===== src/rtl/mem_arbiter.sv =====
// Round-robin arbiter sharing one memory port between the IFU (read-only) and the LSU.
// One transaction in flight; a response watchdog turns a hung access into an error response.
module mem_arbiter #(
    parameter int                ADDR_W   = 32,
    parameter int                DATA_W   = 32,
    parameter int                TIMEOUT  = 255,
    parameter logic [DATA_W-1:0] ERR_DATA = 32'hDEADBEEF
) (
    input  logic                  clk,
    input  logic                  rst,
    input  logic                  ifu_req_valid,
    output logic                  ifu_req_ready,
    input  logic [ADDR_W-1:0]     ifu_addr,
    output logic                  ifu_resp_valid,
    input  logic                  ifu_resp_ready,
    output logic [DATA_W-1:0]     ifu_rdata,
    output logic                  ifu_resp_err,
    input  logic                  lsu_req_valid,
    output logic                  lsu_req_ready,
    input  logic [ADDR_W-1:0]     lsu_addr,
    input  logic                  lsu_wen,
    input  logic [DATA_W-1:0]     lsu_wdata,
    input  logic [DATA_W/8-1:0]   lsu_wmask,
    output logic                  lsu_resp_valid,
    input  logic                  lsu_resp_ready,
    output logic [DATA_W-1:0]     lsu_rdata,
    output logic                  lsu_resp_err,
    output logic                  mem_req_valid,
    input  logic                  mem_req_ready,
    output logic [ADDR_W-1:0]     mem_addr,
    output logic                  mem_wen,
    output logic [DATA_W-1:0]     mem_wdata,
    output logic [DATA_W/8-1:0]   mem_wmask,
    input  logic                  mem_resp_valid,
    input  logic [DATA_W-1:0]     mem_rdata
);

    localparam int STRB_W = DATA_W / 8;
    // Timer never needs to exceed TIMEOUT-1; with the watchdog disabled it simply wraps.
    localparam int                TMR_W    = (TIMEOUT > 1) ? $clog2(TIMEOUT) : 1;
    localparam logic [TMR_W-1:0]  TMR_LAST = TMR_W'((TIMEOUT == 0) ? 0 : TIMEOUT - 1);

    typedef enum logic [1:0] {IDLE, ISSUE, WAIT, RESP} state_e;
    typedef enum logic {OWN_IFU, OWN_LSU} owner_e;

    state_e               state_q, state_d;
    owner_e               last_q, last_d;
    owner_e               owner_q, owner_d;
    logic [ADDR_W-1:0]    addr_q, addr_d;
    logic                 wen_q, wen_d;
    logic [DATA_W-1:0]    wdata_q, wdata_d;
    logic [STRB_W-1:0]    wmask_q, wmask_d;
    logic [TMR_W-1:0]     timer_q, timer_d;
    logic [DATA_W-1:0]    ifu_rdata_q, ifu_rdata_d, lsu_rdata_q, lsu_rdata_d;
    logic                 ifu_err_q, ifu_err_d, lsu_err_q, lsu_err_d;

    logic                 grant_ifu, grant_lsu;
    logic                 resp_load, resp_err;
    logic [DATA_W-1:0]    resp_data;
    logic                 owner_resp_ready;

    assign owner_resp_ready = (owner_q == OWN_IFU) ? ifu_resp_ready : lsu_resp_ready;

    // NOTE: every signal written here gets a default first, so no path leaves one unassigned and no latch is inferred.
    always_comb begin
        state_d     = state_q;
        last_d      = last_q;
        owner_d     = owner_q;
        addr_d      = addr_q;
        wen_d       = wen_q;
        wdata_d     = wdata_q;
        wmask_d     = wmask_q;
        timer_d     = timer_q;
        ifu_rdata_d = ifu_rdata_q;
        ifu_err_d   = ifu_err_q;
        lsu_rdata_d = lsu_rdata_q;
        lsu_err_d   = lsu_err_q;
        grant_ifu   = 1'b0;
        grant_lsu   = 1'b0;
        resp_load   = 1'b0;
        resp_err    = 1'b0;
        resp_data   = '0;

        case (state_q)
            IDLE: begin
                // On contention the side that did not win last time gets the port.
                if (ifu_req_valid && !(lsu_req_valid && last_q == OWN_IFU)) begin
                    grant_ifu = 1'b1;
                end else if (lsu_req_valid) begin
                    grant_lsu = 1'b1;
                end
                if (grant_ifu) begin
                    owner_d = OWN_IFU;
                    addr_d  = ifu_addr;
                    wen_d   = 1'b0;
                    wdata_d = '0;
                    wmask_d = '0;
                    state_d = ISSUE;
                end else if (grant_lsu) begin
                    owner_d = OWN_LSU;
                    addr_d  = lsu_addr;
                    wen_d   = lsu_wen;
                    wdata_d = lsu_wdata;
                    wmask_d = lsu_wmask;
                    state_d = ISSUE;
                end
            end
            ISSUE: begin
                if (mem_req_ready) begin
                    timer_d = '0;
                    state_d = WAIT;
                end
            end
            WAIT: begin
                timer_d = timer_q + 1'b1;
                if (mem_resp_valid) begin
                    resp_load = 1'b1;
                    resp_data = mem_rdata;
                    state_d   = RESP;
                end else if (TIMEOUT != 0 && timer_q == TMR_LAST) begin
                    resp_load = 1'b1;
                    resp_data = ERR_DATA;
                    resp_err  = 1'b1;
                    state_d   = RESP;
                end
            end
            RESP: begin
                if (owner_resp_ready) begin
                    last_d  = owner_q;
                    state_d = IDLE;
                end
            end
            default: state_d = IDLE;
        endcase

        // Only the owner's response registers change; the other side keeps its last response.
        if (resp_load) begin
            if (owner_q == OWN_IFU) begin
                ifu_rdata_d = resp_data;
                ifu_err_d   = resp_err;
            end else begin
                lsu_rdata_d = resp_data;
                lsu_err_d   = resp_err;
            end
        end
    end

    // NOTE: state registers use non-blocking assignments so every flop samples its pre-edge value.
    always_ff @(posedge clk) begin
        if (rst) begin
            state_q     <= IDLE;
            last_q      <= OWN_LSU;
            owner_q     <= OWN_IFU;
            addr_q      <= '0;
            wen_q       <= 1'b0;
            wdata_q     <= '0;
            wmask_q     <= '0;
            timer_q     <= '0;
            ifu_rdata_q <= '0;
            ifu_err_q   <= 1'b0;
            lsu_rdata_q <= '0;
            lsu_err_q   <= 1'b0;
        end else begin
            state_q     <= state_d;
            last_q      <= last_d;
            owner_q     <= owner_d;
            addr_q      <= addr_d;
            wen_q       <= wen_d;
            wdata_q     <= wdata_d;
            wmask_q     <= wmask_d;
            timer_q     <= timer_d;
            ifu_rdata_q <= ifu_rdata_d;
            ifu_err_q   <= ifu_err_d;
            lsu_rdata_q <= lsu_rdata_d;
            lsu_err_q   <= lsu_err_d;
        end
    end

    assign ifu_req_ready  = grant_ifu;
    assign lsu_req_ready  = grant_lsu;
    assign mem_req_valid  = (state_q == ISSUE);
    assign mem_addr       = addr_q;
    assign mem_wen        = wen_q;
    assign mem_wdata      = wdata_q;
    assign mem_wmask      = wmask_q;
    assign ifu_resp_valid = (state_q == RESP) && (owner_q == OWN_IFU);
    assign lsu_resp_valid = (state_q == RESP) && (owner_q == OWN_LSU);
    assign ifu_rdata      = ifu_rdata_q;
    assign ifu_resp_err   = ifu_err_q;
    assign lsu_rdata      = lsu_rdata_q;
    assign lsu_resp_err   = lsu_err_q;

endmodule

===== config.mk =====
export PLATFORM = sky130hd
export DESIGN_NAME = mem_arbiter
export DESIGN_NICKNAME = d
export VERILOG_FILES = /design/src/rtl/mem_arbiter.sv
export SDC_FILE = /design/constraint.sdc
export NUM_CORES = 1
export LEC_CHECK = 0
export ABC_AREA = 1
export CORE_AREA = 5 5 125 151
export DETAILED_ROUTE_END_ITERATION = 10
export DIE_AREA = 0 0 130 156
export PLACE_DENSITY = 0.73
export SLEW_MARGIN = 30
export SYNTH_ARGS = -nofsm -noshare
export SYNTH_HDL_FRONTEND = slang
export SYNTH_SLANG_ARGS = --single-unit

===== constraint.sdc =====
create_clock -name clk -period 1.5 [get_ports clk]
set_input_delay 0.3 -clock clk [delete_from_list [all_inputs] [get_ports clk]]
set_output_delay 0.3 -clock clk [all_outputs]
set_load 0.01 [all_outputs]

==> impl_metrics.csv <==
group,metric,value,unit
synthesis,netlist_area,6610,sq um
synthesis,yosysUniqueCellTypes,28,
finish,nets,1326,
timing,layout_min_cycle_time,1.67,ns
finish,postLayoutCellArea,11200,sq um
global_routing,antenna_found_initial,0,
timing,fmax,600,MHz
timing,relSlewSlack,71.1,%
outcome,violations,"negative setup slack",
route,firstDrtPassIters,7,
synthesis,synth_edf_count,0,
synthesis,synthFlopType,"dfxtp_1",
route,drt-initial-drc-count,486,
finish,fin_cells,1412,
pwr,powerDensity,1490,nW/um^2
placement,dpl_cell_area,9830,sq um
synthesis,synthAdderAreaFrac,1.14,%
synthesis,synth_top_area_cell,"dfxtp_1",
clock_tree,htreeDepth,4,
synthesis,ys_seq_area_share,44.5,%
critical_path,required,1.20,ns
clock_tree,cts_tree,"built",
timing,hold_ws,0.284,ns
timing,tightest_slew,0.434,ns
clock_tree,cts.sinks,147,
synthesis,ys_seq_elements,147,
timing,report.final.slew_viol_count,0,
synthesis,async_flop_share,0,%
pwr,p_leak,5.11,nW
clock_tree,ctsHoldBuffers,0,
timing,rsz0062_at_grt,"true",
synthesis,synth_simple_gate_area_share,25.2,%
floorplanning,pin_count,281,
pwr,ir_drop,0.00123,V
placement,placedCellCount,1344,
pwr,comb_power_share,44.4,%
floorplanning,die-area,20300,sq um
placement,port_buffers,280,
pwr,p_total,16.7,mW
clock_tree,cts_buffers,17,
route,wirelength,23.3,mm
synthesis,synthMostInstantiatedCell,"nand2_1",
pwr,p_sw,5.72,mW
global_routing,grt_max_degree,58,
finish,n_fill_cell,1505,
global_routing,overflow,0,
finish,area_growth_syn_to_layout,68.7,%
floorplanning,coreArea,17200,sq um
placement,globalplace.congestion,0.805,
timing,worst_slack,-0.166,ns
timing,skew,0.0105,ns
finish,drive_above_1_share,21.4,%
job,maxCapViolCount,0,
outcome,status,"complete, but fails checks",
floorplanning,die_width,130,um
route,ant_nets,0,
synthesis,synth_mux_area_share,0,%
global_routing,grtUsageTotal,20.4,%
pwr,switching_share,34.3,%
synthesis,yosysWarnings,0,
worst_hold_path,hold_path.class,"primary input to flop",
timing,setup_viol,146,
timing,finalCritPeriodShare,111,%
global_routing,grt_pass1_vias,6605,
clock_tree,clock_insertion_delay_worst_skew,0.41,ns
floorplanning,die_h,156,um
pwr,pwr-share-clk,26.2,%
finish,num_antenna_cells,0,
clock_tree,cts_buffer_depth,2,
critical_path,start_kind,"flop",
route,wl_per_cell,16.5,um
floorplanning,initial_core_util,38.4,%
placement,dp_hpwl,14.6,mm
synthesis,synth_compound_area_share,16.2,%
synthesis,synthesis.nets,1010,
timing,timing_hold_violations_final,0,
route,drc,0,
floorplanning,row_count,53,
pwr,p_int,11.0,mW
route,vias,6859,
synthesis,syn_inst,863,
synthesis,synth_top_area_share,44.5,%
synthesis,synth_xor_area_share,0.132,%
synthesis,synth_top_family_by_area,"simple AND/OR/NAND/NOR gates",
synthesis,syn_avg_cell_area,7.66,sq um
clock_tree,path_clk_slew,0.06,ns
critical_path,worst-setup-path-type,"flop to output port",
critical_path,cp_data_arrival_time,1.37,ns
pwr,p_seq_share,29.4,%
critical_path,crit_path_max_fanout,2,
global_routing,grt_pass1_wl,33.2,mm
route,viasPerCell,4.86,
critical_path,cp-end-kind,"output port",
synthesis,synth_area_leaders,"dfxtp_1, nand2_1, a21oi_2",
synthesis,ys_top_cells_by_count,"nand2_1, dfxtp_1, inv_1",
clock_tree,cts-root-buf,"clkbuf_16",
placed cells by master (no fill, tap or decap), types with 3 or more instances in the layout:
cell type        count
nand2_1            213
dfxtp_1            145
clkdlybuf4s50_1    138
dlygate4sd2_1      135
inv_1              121
a21oi_2             68
nand4_1             51
a21oi_1             41
nand3_1             36
o211ai_1            33
clkbuf_16           30
buf_4               26
nand2_2             25
buf_6               20
buf_12              15
nor2_1              13
nor2_2              10
inv_2                8
nor2_4               5
nand2_4              5
ha_4                 4
clkinv_2             4
clkinvlp_4           4
buf_16               4
o21ai_0              3
nand3_4              3
bufinv_16            3
buf_2                3
buf_8                3
flip-flops by register name, summed over array words and instances (netlist names):
register	cells
owner_q	1
ifu_rdata	32
timer_q	8
last_q	1
ifu_resp_err	1
lsu_rdata	32
mem_wen	1
mem_addr	32
mem_wmask	4
mem_wdata	32
state_q	2
lsu_resp_err	1
repair_timing:
| item | 4_1_cts | 5_1_grt |
|---|---|---|
| gates cloned | 3 | 18 |
| resized for setup | 185 | 60 |
| endpoints found under the setup margin | 213 | 143 |
| setup buffers | 3 | 13 |
| pin swaps | 3 | 36 |
power groups by stage:
stage	Sequential, mW	Combinational (mW)	Clock, mW
after floorplan	5.25	2.69	0
after global placement	4.96	5.61	0
after detailed placement	4.98	5.66	0
after CTS	4.90	5.94	4.45
after global routing	4.98	7.96	4.63
final	4.91	7.41	4.37
worst max-delay path: stages (launching register included):
cell and delay, ns:
dfxtp_2 0.32, inv_2 0.07, ha_4 0.17, inv_4 0.04, a21oi_4 0.12, nand2_2 0.07, inv_2 0.07, buf_6 0.09
per-stage QoR:
step           setup TNS (ns)  util [%]  setup slack (ns)
2_1_floorplan               0         -           0.00169
3_3_place_gp           -24.77      57.0            -0.497
3_5_place_dp           -26.82      57.0            -0.506
4_1_cts                 -2.89      60.6            -0.183
5_1_grt                -21.68      64.7            -0.262
6_report                -9.87      64.7            -0.166
area by class of cell:
type	instances	area, sq um	share of cell area, %
Clock inverter	13	158	1.41
Clock buffer	19	443	3.97
Tap cell	220	275	2.47
Timing Repair Buffer	357	3780	33.9
Sequential cell	147	2950	26.4
Multi-Input combinational cell	523	3040	27.3
Inverter	133	512	4.59
cell families after synthesis:
logic type | after synthesis
and+or+nand+nor | 365
buffers and inverters | 193
AOI/OAI and AO/OA | 151
DFF | 147
adders and majority gates | 6
xor gates and xnor gates | 1
path summary, 6_finish.rpt:
kind / startpoint / to / slack (ns) / cells after the start
worst min register to register: lsu_rdata[1] / lsu_rdata[1] / 0.45 / 2
worst max-delay path: state_q[1] / lsu_req_ready / -0.17 / 7
worst min-delay path: mem_resp_valid / ifu_resp_err / 0.28 / 4
worst max register to register: state_q[1] / lsu_rdata[20] / -0.14 / 9
routing by layer:
metal | track usage [%] | vias to the layer above | wire [um]
met1 | 24.0 | 3152 | 9000
met5 | 0 | - | 0
met4 | 7.43 | 0 | 710
li1 | - | 3396 | -
met2 | 33.9 | 259 | 11500
met3 | 7.81 | 52 | 2160
Note: power is estimated with default switching activity, not from simulation.
